===== config.mk =====
export PLATFORM = sky130hd
export DESIGN_NAME = baudrate_gen_comp
export DESIGN_NICKNAME = d
export VERILOG_FILES = /design/src/rtl/baudrate_gen_comp.sv
export SDC_FILE = /design/constraint.sdc
export NUM_CORES = 1
export LEC_CHECK = 0
export BUFFER_PORTS_ARGS = -buffer_cell sky130_fd_sc_hd__clkbuf_2
export CAP_MARGIN = 20
export CORE_ASPECT_RATIO = 0.5
export CORE_MARGIN = 2
export CORE_UTILIZATION = 62
export DETAILED_ROUTE_END_ITERATION = 12
export PLACE_DENSITY = 0.82
export SETUP_SLACK_MARGIN = 0.1
export SYNTH_ARGS = -nofsm -noshare
export SYNTH_HDL_FRONTEND = slang
export SYNTH_SLANG_ARGS = --single-unit

===== constraint.sdc =====
create_clock -name clk -period 7.4 [get_ports clk]
set_input_delay 1.11 -clock clk [delete_from_list [all_inputs] [get_ports clk]]
set_output_delay 1.11 -clock clk [all_outputs]
set_load 0.01 [all_outputs]

===== src/rtl/baudrate_gen_comp.sv =====
// -----------------------------------------------------------------------------
// baudrate_gen_comp
// Fractional baud-rate generator with per-byte compensation.
//
// Each bit is built from U "up" periods of N+1 clocks and D "down" periods of
// N clocks. The periods are interleaved to spread the error. Once per byte
// frame, the last period of the final bit is stretched by C clocks.
//
// Ports
//   clk          system clock, rising edge
//   rst          asynchronous reset, active low
//   Enable_i     run (1) / idle (0)
//   Sync_i       one-cycle frame restart strobe (start-bit alignment)
//   AcqPeriod_i  N, base period in clocks
//   UpCount_i    U, number of N+1-clock periods per bit
//   DownCount_i  D, number of N-clock periods per bit
//   ByteComp_i   C, extra clocks added once per byte frame
//   AcqSig_o     pulse at the end of every period
//   BaudSig_o    pulse at the end of every bit
//   ByteSig_o    pulse at the end of every byte frame
//   BitIdx_o     index of the bit in progress
//   Busy_o       high while running
//
// Configuration is taken into a shadow copy only at frame boundaries (start,
// byte end and sync). Input changes in the middle of a byte therefore cannot
// corrupt the timing of that byte.
// -----------------------------------------------------------------------------
module baudrate_gen_comp #(
    parameter int PERIOD_W  = 16,
    parameter int CNT_W     = 4,
    parameter int BYTE_BITS = 10
) (
    input  logic                clk,
    input  logic                rst,
    input  logic                Enable_i,
    input  logic                Sync_i,
    input  logic [PERIOD_W-1:0] AcqPeriod_i,
    input  logic [CNT_W-1:0]    UpCount_i,
    input  logic [CNT_W-1:0]    DownCount_i,
    input  logic [CNT_W-1:0]    ByteComp_i,
    output logic                AcqSig_o,
    output logic                BaudSig_o,
    output logic                ByteSig_o,
    output logic [3:0]          BitIdx_o,
    output logic                Busy_o
);

    // N+1 is computed one bit wider so that it never wraps. One more bit of
    // headroom absorbs the byte compensation.
    localparam int BASE_W = PERIOD_W + 1;
    localparam int LEN_W  = ((BASE_W > CNT_W) ? BASE_W : CNT_W) + 1;

    localparam logic [3:0]          LAST_BIT = 4'(BYTE_BITS - 1);
    localparam logic [PERIOD_W-1:0] N_MIN    = PERIOD_W'(32'd2);
    localparam logic [PERIOD_W-1:0] N_RST    = PERIOD_W'(32'd20);
    localparam logic [CNT_W-1:0]    CNT_ZERO = CNT_W'(32'd0);
    localparam logic [CNT_W-1:0]    CNT_ONE  = CNT_W'(32'd1);
    localparam logic [LEN_W-1:0]    LEN_ZERO = LEN_W'(32'd0);
    localparam logic [LEN_W-1:0]    LEN_ONE  = LEN_W'(32'd1);

    typedef enum logic [0:0] {
        ST_IDLE = 1'b0,
        ST_RUN  = 1'b1
    } state_e;

    state_e              state_q;
    logic [PERIOD_W-1:0] n_q;
    logic [CNT_W-1:0]    u_cfg_q;
    logic [CNT_W-1:0]    d_cfg_q;
    logic [CNT_W-1:0]    c_q;
    logic [LEN_W-1:0]    cnt_q;
    logic [CNT_W-1:0]    u_rem_q;   // up periods still to come after the current one
    logic [CNT_W-1:0]    d_rem_q;   // down periods still to come after the current one
    logic                up_q;      // current period is an up (N+1) period
    logic [3:0]          bit_q;
    logic                acq_q;
    logic                baud_q;
    logic                byte_q;
    logic                busy_q;

    logic [PERIOD_W-1:0] ld_n_d;
    logic [CNT_W-1:0]    ld_u_d;
    logic [CNT_W-1:0]    ld_d_d;
    logic [CNT_W-1:0]    ld_c_d;
    logic [BASE_W-1:0]   base_len_s;
    logic [LEN_W-1:0]    len_s;
    logic                last_period_s;
    logic                last_bit_s;
    logic                period_end_s;
    logic                byte_end_s;
    logic                reload_s;
    logic [CNT_W-1:0]    src_u_s;
    logic [CNT_W-1:0]    src_d_s;
    logic                first_up_d;
    logic [CNT_W-1:0]    first_u_d;
    logic [CNT_W-1:0]    first_d_d;
    logic                next_up_d;
    logic [CNT_W-1:0]    next_u_d;
    logic [CNT_W-1:0]    next_d_d;
    logic [3:0]          bit_next_d;

    // Period ordering: prefer whichever kind has more remaining. Ties go to
    // down periods, and each kind is forced once the other is exhausted.
    function automatic logic pick_up(input logic [CNT_W-1:0] u, input logic [CNT_W-1:0] d);
        logic r;
        if (d == CNT_ZERO) begin
            r = 1'b1;
        end else if (u == CNT_ZERO) begin
            r = 1'b0;
        end else begin
            r = (u > d);
        end
        return r;
    endfunction

    // Clamped shadow candidates, period length and next-period selection.
    always_comb begin
        ld_n_d = AcqPeriod_i;
        ld_u_d = UpCount_i;
        ld_d_d = DownCount_i;
        ld_c_d = ByteComp_i;
        if (AcqPeriod_i < N_MIN) begin
            ld_n_d = N_MIN;
        end else begin
            ld_n_d = AcqPeriod_i;
        end
        // A bit with no periods at all would never end; force one down period.
        if ((UpCount_i == CNT_ZERO) && (DownCount_i == CNT_ZERO)) begin
            ld_d_d = CNT_ONE;
        end else begin
            ld_d_d = DownCount_i;
        end

        last_period_s = (u_rem_q == CNT_ZERO) && (d_rem_q == CNT_ZERO);
        last_bit_s    = (bit_q == LAST_BIT);

        if (up_q) begin
            base_len_s = {1'b0, n_q} + BASE_W'(32'd1);
        end else begin
            base_len_s = {1'b0, n_q};
        end
        if (last_period_s && last_bit_s) begin
            len_s = LEN_W'(base_len_s) + LEN_W'(c_q);
        end else begin
            len_s = LEN_W'(base_len_s) + LEN_ZERO;
        end

        period_end_s = (cnt_q == (len_s - LEN_ONE));
        byte_end_s   = period_end_s && last_period_s && last_bit_s;

        // Shadow reload points: leaving IDLE, byte end, or sync while running.
        if (state_q == ST_IDLE) begin
            reload_s = Enable_i;
        end else begin
            reload_s = Enable_i && (Sync_i || byte_end_s);
        end

        if (reload_s) begin
            src_u_s = ld_u_d;
            src_d_s = ld_d_d;
        end else begin
            src_u_s = u_cfg_q;
            src_d_s = d_cfg_q;
        end

        // First period of a new bit.
        first_up_d = pick_up(src_u_s, src_d_s);
        if (first_up_d) begin
            first_u_d = src_u_s - CNT_ONE;
            first_d_d = src_d_s;
        end else begin
            first_u_d = src_u_s;
            first_d_d = src_d_s - CNT_ONE;
        end

        // Following period within the same bit.
        next_up_d = pick_up(u_rem_q, d_rem_q);
        if (next_up_d) begin
            next_u_d = u_rem_q - CNT_ONE;
            next_d_d = d_rem_q;
        end else begin
            next_u_d = u_rem_q;
            next_d_d = d_rem_q - CNT_ONE;
        end

        // The visible bit index advances the cycle after the bit-end pulse.
        if (baud_q) begin
            if (bit_q == LAST_BIT) begin
                bit_next_d = 4'd0;
            end else begin
                bit_next_d = bit_q + 4'd1;
            end
        end else begin
            bit_next_d = bit_q;
        end
    end

    // Control FSM, counters, shadow configuration and registered pulses.
    always_ff @(posedge clk or negedge rst) begin
        if (!rst) begin
            state_q <= ST_IDLE;
            n_q     <= N_RST;
            u_cfg_q <= CNT_ZERO;
            d_cfg_q <= CNT_ONE;
            c_q     <= CNT_ZERO;
            cnt_q   <= LEN_ZERO;
            u_rem_q <= CNT_ZERO;
            d_rem_q <= CNT_ZERO;
            up_q    <= 1'b0;
            bit_q   <= 4'd0;
            acq_q   <= 1'b0;
            baud_q  <= 1'b0;
            byte_q  <= 1'b0;
            busy_q  <= 1'b0;
        end else begin
            case (state_q)
                ST_IDLE: begin
                    acq_q  <= 1'b0;
                    baud_q <= 1'b0;
                    byte_q <= 1'b0;
                    cnt_q  <= LEN_ZERO;
                    bit_q  <= 4'd0;
                    if (Enable_i) begin
                        state_q <= ST_RUN;
                        busy_q  <= 1'b1;
                        n_q     <= ld_n_d;
                        u_cfg_q <= ld_u_d;
                        d_cfg_q <= ld_d_d;
                        c_q     <= ld_c_d;
                        up_q    <= first_up_d;
                        u_rem_q <= first_u_d;
                        d_rem_q <= first_d_d;
                    end else begin
                        state_q <= ST_IDLE;
                        busy_q  <= 1'b0;
                        u_rem_q <= CNT_ZERO;
                        d_rem_q <= CNT_ZERO;
                        up_q    <= 1'b0;
                    end
                end
                ST_RUN: begin
                    if (!Enable_i) begin
                        state_q <= ST_IDLE;
                        busy_q  <= 1'b0;
                        acq_q   <= 1'b0;
                        baud_q  <= 1'b0;
                        byte_q  <= 1'b0;
                        cnt_q   <= LEN_ZERO;
                        bit_q   <= 4'd0;
                        u_rem_q <= CNT_ZERO;
                        d_rem_q <= CNT_ZERO;
                        up_q    <= 1'b0;
                    end else if (Sync_i) begin
                        // Restart the frame; any pulse due this cycle is dropped.
                        n_q     <= ld_n_d;
                        u_cfg_q <= ld_u_d;
                        d_cfg_q <= ld_d_d;
                        c_q     <= ld_c_d;
                        acq_q   <= 1'b0;
                        baud_q  <= 1'b0;
                        byte_q  <= 1'b0;
                        cnt_q   <= LEN_ZERO;
                        bit_q   <= 4'd0;
                        up_q    <= first_up_d;
                        u_rem_q <= first_u_d;
                        d_rem_q <= first_d_d;
                    end else if (period_end_s) begin
                        acq_q  <= 1'b1;
                        baud_q <= last_period_s;
                        byte_q <= byte_end_s;
                        cnt_q  <= LEN_ZERO;
                        bit_q  <= bit_next_d;
                        if (byte_end_s) begin
                            n_q     <= ld_n_d;
                            u_cfg_q <= ld_u_d;
                            d_cfg_q <= ld_d_d;
                            c_q     <= ld_c_d;
                        end else begin
                            n_q     <= n_q;
                            u_cfg_q <= u_cfg_q;
                            d_cfg_q <= d_cfg_q;
                            c_q     <= c_q;
                        end
                        if (last_period_s) begin
                            up_q    <= first_up_d;
                            u_rem_q <= first_u_d;
                            d_rem_q <= first_d_d;
                        end else begin
                            up_q    <= next_up_d;
                            u_rem_q <= next_u_d;
                            d_rem_q <= next_d_d;
                        end
                    end else begin
                        acq_q  <= 1'b0;
                        baud_q <= 1'b0;
                        byte_q <= 1'b0;
                        cnt_q  <= cnt_q + LEN_ONE;
                        bit_q  <= bit_next_d;
                    end
                end
                default: begin
                    state_q <= ST_IDLE;
                    busy_q  <= 1'b0;
                    acq_q   <= 1'b0;
                    baud_q  <= 1'b0;
                    byte_q  <= 1'b0;
                    cnt_q   <= LEN_ZERO;
                    bit_q   <= 4'd0;
                end
            endcase
        end
    end

    assign AcqSig_o  = acq_q;
    assign BaudSig_o = baud_q;
    assign ByteSig_o = byte_q;
    assign BitIdx_o  = bit_q;
    assign Busy_o    = busy_q;

endmodule


==> reports/metrics.yaml <==
status: "finished, final reports clean"
nFillCells: 664
yosys_warnings: 0
die_y_um: 71.3
yosys.area.top_type: "dfrtp_1"
ys_ff_latch: 64
ant_nets: 0
fmax_mhz: 143
final_area_sq_um: 6200
drv_cap: 0
synth_area_leaders: "dfrtp_1 27%, xnor2_1 7.2%, mux2_2 5.6%"
netlist_area_sq_um: 5620
setup-violations-final: 0
nets: 721
cts-root-buf: "clkbuf_16"
synth_cell_types: 83
endpoint_kind: "register"
crit_required_ps: 7670
drt_iter0_markers: 374
p_leak_nw: 2.54
cts_hold_buf: 0
grt_pass1_wl_um: 22200
grt_pass1_vias: 4688
antenna_cells: 0
dr.pass1.iters: 5
worstMarginPinSlew_ps: 1100
yosysMostFrequentCell: "dfrtp_1"
slew_headroom_pct: 25.5
worstSetupPathType: "reg2reg"
synth_top_area_share_pct: 27.2
grt_setup_unrepaired: "no"
peakVddDrop_v: 0.000169
synth_fp_nets: 693
cts_tree: "built"
place_area_sq_um: 5860
coreArea_sq_um: 8770
io_pins: 40
postSynth.asyncResetShare_pct: 100
layout-drive-gt1-share_pct: 18.1
track_usage_pct: 27.6
power_w: 0.00134
clock-sinks: 64
clk_pin_slew_worst_paths_ps: 50
vias_per_cell: 6.31
synth_cells: 642
hold_ws_ps: 470
final_util_pct: 70.7
wl_per_cell_um: 16.8
synthTopCellsByCount: "61 x dfrtp_1, 60 x nor2_1, 52 x nand2_1"
finalClockSkew_ps: 6.39
period_share_pct: 94.8
min_path_type: "reg2reg"
clockBufferDepth: 2
fin_setup_tns_ps: 0
drc: 0
die_x_um: 139
io_buffers: 39
worstPathArrival_ps: 7280
antenna_found_initial: 0
rows: 24
area_delta_synth_final_pct: 10.3
synth-edff-count: 0
gp_congestion: 0.938
ys_seq_area_share_pct: 28.6
clock_latency_ps: 330
ys.flop_type: "dfrtp_1"
initial_core_util_pct: 64.1
dpl.hpwl_um: 9870
p_per_area_nw_per_um2: 216
grt_overflow: 0
htreeDepth: 3
cts_made_buffers: 9
syn_area_per_cell_sq_um: 8.75
hold_violations: 0
cp-start-kind: "register"
wirelength_um: 13300
die-area_sq_um: 9890
grt_max_degree: 65
vias: 4999
fin_crit_ps: 7010
path_max_fanout: 11
slew_viol_final: 0
## cell families after synthesis
kind of cell	synth area share [%]
AND/OR/NAND/NOR	22.6
flip-flops	28.6
AO/OA/AOI/OAI	16.9
buffers and inverters	4.54
multiplexers	8.64
adder cells (fa/ha/maj)	4.72
XOR/XNOR	14.1
## what timing repair did
| action | in CTS | in global routing |
|---|---|---|
| endpoints found under the setup margin | 0 | 9 |
| gates resized for setup | 0 | 12 |
| buffers inserted | 0 | 2 |
## final timing paths
kind	start	endpoint	slack (ps)	depth (start not counted)
max	n_q[2]	up_q	390	23
min	state_q	Busy_o	470	1
max reg2reg	n_q[2]	up_q	390	23
min reg2reg	state_q	Busy_o	470	1
max in group asynchronous	rst	n_q[0]	5880	2
min in group asynchronous	rst	Busy_o	940	2
## where the power goes
part | internal (W) | switching, W | total, W | leakage (nW)
logic | 0.000219 | 0.000279 | 0.000498 | 1.60
clock network | 0.000233 | 0.000151 | 0.000384 | 0.136
registers | 0.000390 | 0.0000641 | 0.000454 | 0.813
## metrics by stage
stage               setup slack [ps]  std cells
floorplan                        991        642
global placement                 481        774
detailed placement               192        774
CTS                              149        790
global route                     128        792
finish                           385        792
## sequential cells by signal (all words and copies together), names as in the netlist
| name | count |
|---|---|
| d_cfg_q | 4 |
| u_rem_q | 4 |
| state_q | 1 |
| u_cfg_q | 4 |
| AcqSig_o | 1 |
| BitIdx_o | 4 |
| cnt_q | 18 |
| d_rem_q | 4 |
| up_q | 1 |
| BaudSig_o | 1 |
| n_q | 16 |
| Busy_o | 1 |
| ByteSig_o | 1 |
| c_q | 4 |
## layer usage
layer  GRT usage [%]  wire length (um)
met3            6.48               792
met2            46.4              6100
met5               0                 0
met1            37.1              6190
met4            6.17               199
## final cells by class
type	count	area, sq um	share of cell area, %
clock inverter	4	20.0	0.323
multi-input combinational	521	3810	61.5
tap	117	146	2.36
sequential	64	1610	25.9
timing repair buffer	49	270	4.36
clock buffer	12	246	3.98
inverter	25	93.8	1.51
## worst max-delay path: stages (launching register included)
cell and delay, ps:
dfstp_2 640, nand4_1 280, xnor2_2 270, ha_1 270, nor2_1 100, a21oi_4 240
and3_2 300, a2bb2oi_2 250, o311ai_1 250, or3_1 540, o211a_1 270, o32a_1 360
and3b_1 210, a22oi_4 320, mux2_2 410, ha_1 210, maj3_1 350, maj3_1 360
nor2b_1 100, o21ai_0 130, o41ai_1 240, mux2i_1 320, a221oi_2 340, mux2_2 190
## placed cells by master (no fill, tap or decap), types with 5 or more instances in the layout
| cell | Yosys | routed |
|---|---|---|
| or3_1 | 8 | 8 |
| inv_1 | 25 | 25 |
| mux2_2 | 28 | 28 |
| xnor2_1 | 46 | 45 |
| o22ai_1 | 5 | 5 |
| a21oi_1 | 22 | 21 |
| o211ai_1 | 6 | 6 |
| clkbuf_16 | 0 | 9 |
| nor3_1 | 20 | 19 |
| clkbuf_2 | 0 | 39 |
| nor2b_1 | 11 | 11 |
| xor2_1 | 32 | 32 |
| ha_1 | 18 | 17 |
| o21ai_0 | 18 | 18 |
| nand4_1 | 11 | 11 |
| o21a_1 | 7 | 7 |
| nor2_1 | 60 | 60 |
| nand2_1 | 52 | 52 |
| nor4_1 | 15 | 15 |
| dfrtp_1 | 61 | 59 |
| nand2b_1 | 6 | 6 |
| nand3_1 | 25 | 25 |
| nand3b_1 | 6 | 6 |
| mux2i_1 | 17 | 17 |
| buf_4 | 2 | 10 |
| o31ai_1 | 5 | 5 |
(Power assumes the default switching activity.)
